File: src/rtl/arac_pkg.sv
// rtl/arac_pkg.sv - shared direction codes, alarm state type and pair collision rule
//
// Purpose : constants and types shared by the vehicle collision monitor.
//   ILERI/SOL/SAG/DUR : 2-bit direction codes, {solbit,sagbit}
//   durum_t           : alarm FSM state (IZLE, ALARM)
//   cift_carpar()     : collision rule for one front/behind vehicle pair
package arac_pkg;

  localparam logic [1:0] ILERI = 2'b00;
  localparam logic [1:0] SOL   = 2'b10;
  localparam logic [1:0] SAG   = 2'b01;
  localparam logic [1:0] DUR   = 2'b11;

  typedef enum logic {
    IZLE  = 1'b0,
    ALARM = 1'b1
  } durum_t;

  // Two vehicles steering the same way (other than straight) meet, and a
  // vehicle driving straight into a stopped vehicle behind it also counts.
  function automatic logic cift_carpar(logic [1:0] on_yon, logic [1:0] arka_yon);
    return ((on_yon == arka_yon) && (on_yon != ILERI)) ||
           ((on_yon == ILERI) && (arka_yon == DUR));
  endfunction

endpackage

File: src/rtl/yon_cozucu.sv
// rtl/yon_cozucu.sv - per-vehicle direction decoder
//
// Purpose : turns one vehicle's three obstacle sensors into a direction code.
// Ports   :
//   on_i, sol_i, sag_i : front/left/right sensor, 1 = blocked
//   yon_o              : ILERI when front is free, else SOL, else SAG, else DUR
module yon_cozucu
  import arac_pkg::*;
(
  input  logic       on_i,
  input  logic       sol_i,
  input  logic       sag_i,
  output logic [1:0] yon_o
);

  always_comb begin
    yon_o = DUR;
    if (!on_i) begin
      yon_o = ILERI;
    end else if (!sol_i) begin
      yon_o = SOL;
    end else if (!sag_i) begin
      yon_o = SAG;
    end
  end

endmodule

File: src/rtl/arac_carpisma_izleyici.sv
// rtl/arac_carpisma_izleyici.sv - single-lane vehicle collision monitor with alarm
//
// Purpose : decodes per-vehicle directions, flags colliding neighbour pairs,
//           counts collision events and holds an alarm for ALARM_SURE cycles.
// Ports   :
//   clk, rst          : clock, synchronous active-high reset
//   gecerli           : sensor sample strobe
//   sag, sol, on      : per-vehicle right/left/front sensors (index 0 = front)
//   onay              : operator acknowledge, ends an active alarm
//   yon, yon_gecerli  : registered directions and their update strobe
//   cift_carpisma     : registered pair flags, bit i = vehicles i and i+1
//   carpisti_mi       : OR of the pair flags
//   alarm             : alarm FSM is in ALARM
//   carpisma_sayisi   : saturating collision event count
module arac_carpisma_izleyici
  import arac_pkg::*;
#(
  parameter int N_ARAC     = 4,
  parameter int ALARM_SURE = 8,
  parameter int SAYAC_W    = 8
) (
  input  logic                  clk,
  input  logic                  rst,
  input  logic                  gecerli,
  input  logic [N_ARAC-1:0]     sag,
  input  logic [N_ARAC-1:0]     sol,
  input  logic [N_ARAC-1:0]     on,
  input  logic                  onay,
  output logic [2*N_ARAC-1:0]   yon,
  output logic                  yon_gecerli,
  output logic [N_ARAC-2:0]     cift_carpisma,
  output logic                  carpisti_mi,
  output logic                  alarm,
  output logic [SAYAC_W-1:0]    carpisma_sayisi
);

  localparam logic [7:0] SURE = 8'(ALARM_SURE);

  logic [2*N_ARAC-1:0] yon_cozulmus;
  logic [N_ARAC-2:0]   cift_yeni;

  logic [2*N_ARAC-1:0] yon_q, yon_d;
  logic                yon_gecerli_q, yon_gecerli_d;
  logic [N_ARAC-2:0]   cift_q, cift_d;
  logic                olay_q, olay_d;
  logic [SAYAC_W-1:0]  sayi_q, sayi_d;

  durum_t              durum_q;
  logic [7:0]          tutma_q;
  logic                alarm_q;

  genvar g;
  for (g = 0; g < N_ARAC; g++) begin : g_cozucu
    yon_cozucu u_yon_cozucu (
      .on_i  (on[g]),
      .sol_i (sol[g]),
      .sag_i (sag[g]),
      .yon_o (yon_cozulmus[2*g +: 2])
    );
  end

  always_comb begin
    cift_yeni = '0;
    for (int i = 0; i < N_ARAC - 1; i++) begin
      cift_yeni[i] = cift_carpar(yon_q[2*i +: 2], yon_q[2*i+2 +: 2]);
    end

    yon_d         = gecerli ? yon_cozulmus : yon_q;
    yon_gecerli_d = gecerli;

    cift_d = cift_q;
    olay_d = 1'b0;
    if (yon_gecerli_q) begin
      cift_d = cift_yeni;
      // Only rising pair bits make an event, so a lingering collision
      // is counted once no matter how many samples confirm it.
      olay_d = |(cift_yeni & ~cift_q);
    end

    sayi_d = sayi_q;
    if (olay_q && (sayi_q != '1)) begin
      sayi_d = sayi_q + SAYAC_W'(1);
    end
  end

  always_ff @(posedge clk) begin
    if (rst) begin
      yon_q         <= '0;
      yon_gecerli_q <= 1'b0;
      cift_q        <= '0;
      olay_q        <= 1'b0;
      sayi_q        <= '0;
    end else begin
      yon_q         <= yon_d;
      yon_gecerli_q <= yon_gecerli_d;
      cift_q        <= cift_d;
      olay_q        <= olay_d;
      sayi_q        <= sayi_d;
    end
  end

  // Alarm FSM. A new event always beats onay so a fresh collision is never
  // silenced by an acknowledge aimed at the previous one.
  always_ff @(posedge clk) begin
    if (rst) begin
      durum_q <= IZLE;
      tutma_q <= '0;
      alarm_q <= 1'b0;
    end else begin
      case (durum_q)
        IZLE: begin
          if (olay_q) begin
            durum_q <= ALARM;
            tutma_q <= SURE;
            alarm_q <= 1'b1;
          end
        end
        ALARM: begin
          if (olay_q) begin
            tutma_q <= SURE;
          end else if (onay || (tutma_q <= 8'd1)) begin
            durum_q <= IZLE;
            tutma_q <= '0;
            alarm_q <= 1'b0;
          end else begin
            tutma_q <= tutma_q - 8'd1;
          end
        end
        default: begin
          durum_q <= IZLE;
          tutma_q <= '0;
          alarm_q <= 1'b0;
        end
      endcase
    end
  end

  assign yon             = yon_q;
  assign yon_gecerli     = yon_gecerli_q;
  assign cift_carpisma   = cift_q;
  assign carpisti_mi     = |cift_q;
  assign alarm           = alarm_q;
  assign carpisma_sayisi = sayi_q;

endmodule

File: config.mk
export PLATFORM = sky130hd
export DESIGN_NAME = arac_carpisma_izleyici
export DESIGN_NICKNAME = d
export VERILOG_FILES = /design/src/rtl/arac_pkg.sv /design/src/rtl/yon_cozucu.sv /design/src/rtl/arac_carpisma_izleyici.sv
export SDC_FILE = /design/constraint.sdc
export NUM_CORES = 1
export LEC_CHECK = 0
export CAP_MARGIN = 25
export CORE_MARGIN = 3
export CORE_UTILIZATION = 35
export DETAILED_ROUTE_END_ITERATION = 10
export DONT_BUFFER_PORTS = 1
export GPL_TIMING_DRIVEN = 0
export HOLD_SLACK_MARGIN = 0.08
export PLACE_DENSITY = 0.56
export SLEW_MARGIN = 20
export SYNTH_ARGS = -nofsm -noshare
export SYNTH_HDL_FRONTEND = slang
export SYNTH_HIERARCHICAL = 1
export SYNTH_SLANG_ARGS = --single-unit
File: constraint.sdc
create_clock -name clk -period 1.65 [get_ports clk]
set_input_delay 0.33 -clock clk [delete_from_list [all_inputs] [get_ports clk]]
set_output_delay 0.33 -clock clk [all_outputs]
set_load 0.02 [all_outputs]
==> impl_metrics.ini <==
[routing]
route.met2.wl_um = 1932
vias = 1343
drtAntennaViolNets = 0
drt_wl_total_um = 3793
routedLengthMet1_um = 1551
drt_iter0_markers = 91
wl_per_cell_um = 15.94
vias_per_cell = 5.643
first_pass_iters = 4
wl_met3_um = 240
top_signal_layer_used = met4
drc = 0

[synthesis]
synth_fp_nets = 199
post_synth_inst_count = 180
synth_cell_type_count = 42
number_of_enable_type_register_cells_in_the_synthesized_netlist = 0
synth-seq-cells = 31
synth.yosys.seq_area_share_pct = 39.02
synth.yosys.warnings = 6
synth_async_sr_flop_share_pct = 0
synthesis.area_um2 = 1590
yosys_most_used_dff = sky130_fd_sc_hd__dfxtp_1
syn_area_per_cell_um2 = 8.835

[clock_tree]
cts_tree = built
clk_transition_reported_paths_ns = 0.06
cts_root_buffer = sky130_fd_sc_hd__clkbuf_8
clock_sinks = 31
clock_tree.buffer_depth = 2
cts_setup_buffers = 0
cts-htree-levels = 2
clock_insertion_delay_at_the_later_pin_of_the_skew_report_ns = 0.28
tritoncts.num_buffers = 5

[sta]
upper_clock_frequency_limit_mhz = 617.3
final_max_slew_viol_count = 0
finalHoldViolCount = 0
finalWorstPathRequiredPeriod_ns = 1.620
grt_setup_unrepaired = true
slew-limit-headroom_pct = 57.78
min_period_over_period_pct = 98.18
max_slew.worst_pin.slew_ns = 0.6333
setup_violations = 0
finalClockSkew_ns = 0.004764

[finish]
area_growth_syn_to_layout_pct = 11.09
utilization_pct = 42.05
nNetsFinal = 206
n_fill_cell = 421
post_route_cells_drive_above_1_share_pct = 12.77
antenna_diode_count = 0

[pwr]
total_power_w = 0.001465
power.ir.vdd_worst_mv = 0.5689
total_leakage_power_nw = 0.6443
power_per_cell_area_nw_per_um2 = 829.0

[setup_path]
worst_ep_required_time_ns = 1.87
worstSetupEndpointType = register
crit_path_max_fanout = 6
r2r-start = tutma_q[1]$_SDFFE_PP0P_
crit_arrival_ns = 1.84
reg2reg_setup_slack_ns = 0.03
worst_r2r_endpoint = tutma_q[3]$_SDFFE_PP0P_
worst_path_class_setup = register to register
reg2regPathDepth = 6
worst_setup_path_start_kind = register

[placed_design]
dp_hpwl_um = 2818
gp_routability_congestion = 0.8489
portBuffers = 0

[min_path]
min_delay_worst_endpoint = tutma_q[2]$_SDFFE_PP0P_
holdPathStages = 3
hp-start = onay
holdCritPathClass = primary input to register

[status]
run_status = finished clean

[global_routing]
grt_antenna_before_repair = 0
first_global_vias = 1402
globalRoute.totalOverflow = 0
grt_pass1_wl_um = 6244
grt_max_degree = 11
global_route.usage.total_pct = 15.08

[floorplan]
floorplan.die.height_um = 73.41
ios = 38
core_area_um2 = 4202
std_cell_rows = 23
effective_utilization_at_floorplan_pct = 37.85
area_of_the_die_um2 = 5388
dieWidth_um = 73.41

[run]
max-cap-violations = 0
-- per-layer routing --
| layer | GRT usage (%) | up-vias |
|---|---|---|
| met5 | 0 | - |
| met4 | 6.439 | 0 |
| met3 | 6.566 | 8 |
| met2 | 25.22 | 32 |
| met1 | 16.58 | 639 |
| li1 | - | 664 |
-- worst max path at each step --
stage	from	to	slack, ns	cells past startpoint
3_5_place_dp	tutma_q[0]$_SDFFE_PP0P_	tutma_q[3]$_SDFFE_PP0P_	-0.13	6
4_1_cts	tutma_q[0]$_SDFFE_PP0P_	tutma_q[3]$_SDFFE_PP0P_	0.02	6
5_1_grt	tutma_q[1]$_SDFFE_PP0P_	tutma_q[3]$_SDFFE_PP0P_	-0.02	6
2_1_floorplan	tutma_q[0]$_SDFFE_PP0P_	tutma_q[3]$_SDFFE_PP0P_	0.03	6
6_report	tutma_q[1]$_SDFFE_PP0P_	tutma_q[3]$_SDFFE_PP0P_	0.03	6
3_3_place_gp	tutma_q[0]$_SDFFE_PP0P_	tutma_q[3]$_SDFFE_PP0P_	-0.1	6
-- final cells by class --
| type | count | area [µm²] | area share, % |
|---|---|---|---|
| Multi-Input combinational cell | 133 | 932.1 | 52.76 |
| Sequential cell | 31 | 630.6 | 35.69 |
| Clock buffer | 7 | 76.32 | 4.320 |
| Tap cell | 50 | 62.56 | 3.541 |
| Inverter | 11 | 41.29 | 2.337 |
| Buffer | 5 | 18.77 | 1.062 |
| Clock inverter | 1 | 5.005 | 0.2833 |
-- Yosys cell counts (all sizes together) (2+ instances only) --
cell type	n	area share, %
a211oi	6	2.8
a21boi	4	1.9
a21o	2	0.94
a21oi	14	4.4
a31oi	2	0.79
and2	7	2.8
and3	2	0.87
and4	2	1.1
clkbuf	5	1.2
dfxtp	31	39
ha	3	2.4
inv	11	2.6
mux2i	9	5.7
nand2	4	0.94
nand3	6	1.9
nor2	24	6.7
nor3	7	2.5
nor4bb	5	3.1
o211ai	2	0.94
o21ai	7	2.2
o31ai	2	1.8
or3	5	2.6
xnor2	3	1.7
xor2	4	2.2
-- registers in the layout, summed over array words and instances, names as in the netlist --
register         cells
yon_gecerli          1
carpisma_sayisi      8
olay_q               1
durum_q              1
tutma_q              8
yon                  8
alarm                1
cift_carpisma        3
-- per-stage QoR --
| step | setup TNS (ns) | setup slack, ns | cells | hold WS (ns) | instance area, µm² |
|---|---|---|---|---|---|
| after CTS | 0 | 0.01622 | 238 | 0.2488 | 1742 |
| after global routing | -0.01904 | -0.01904 | 238 | 0.2558 | 1767 |
| after detailed placement | -0.2102 | -0.1337 | 230 | 0.4743 | 1653 |
| after global placement | -0.1063 | -0.09615 | 230 | 0.4625 | 1653 |
| final | 0 | 0.03002 | 238 | 0.2573 | 1767 |
| after floorplan | 0 | 0.02519 | 180 | 0.4411 | 1590 |
-- kinds of logic after synthesis --
group / synth area share [%]
xor gates and xnor gates: 3.855
DFF: 39.02
muxes: 6.373
adders and majority gates: 2.361
and+or+nand+nor: 25.97
AOI/OAI and AO/OA: 18.65
buffers and inverters: 3.777
-- worst max-delay path: stages (launching register included) --
cell and delay, ns:
sky130_fd_sc_hd__dfxtp_4 0.37, sky130_fd_sc_hd__inv_1 0.09, sky130_fd_sc_hd__ha_2 0.21, sky130_fd_sc_hd__nor2_8 0.13, sky130_fd_sc_hd__o31ai_4 0.12, sky130_fd_sc_hd__or4b_4 0.50, sky130_fd_sc_hd__a21oi_2 0.13
-- timing repair --
| item | CTS | global route |
|---|---|---|
| endpoints found under the setup margin | 5 | 3 |
| hold buffers | 0 | 0 |
| gates resized for setup | 5 | 8 |
| hold endpoints to repair | 0 | 0 |
-- report_power, final --
group | total [W] | switching (W) | internal [W]
sequential | 0.000809 | 0.0000456 | 0.000764
clock | 0.000565 | 0.000270 | 0.000295
combinational | 0.0000902 | 0.0000487 | 0.0000415
-- cell usage in the layout (no fill, tap or decap), drive strengths merged, types with 5 or more instances in the layout --
cell type  count
dfxtp         31
nor2          24
a21oi         14
clkbuf        12
inv           11
mux2i          9
and2           7
nor3           7
o21ai          7
a211oi         6
nand3          6
nor4bb         5
or3            5
Note: power is estimated with default switching activity, not from simulation.
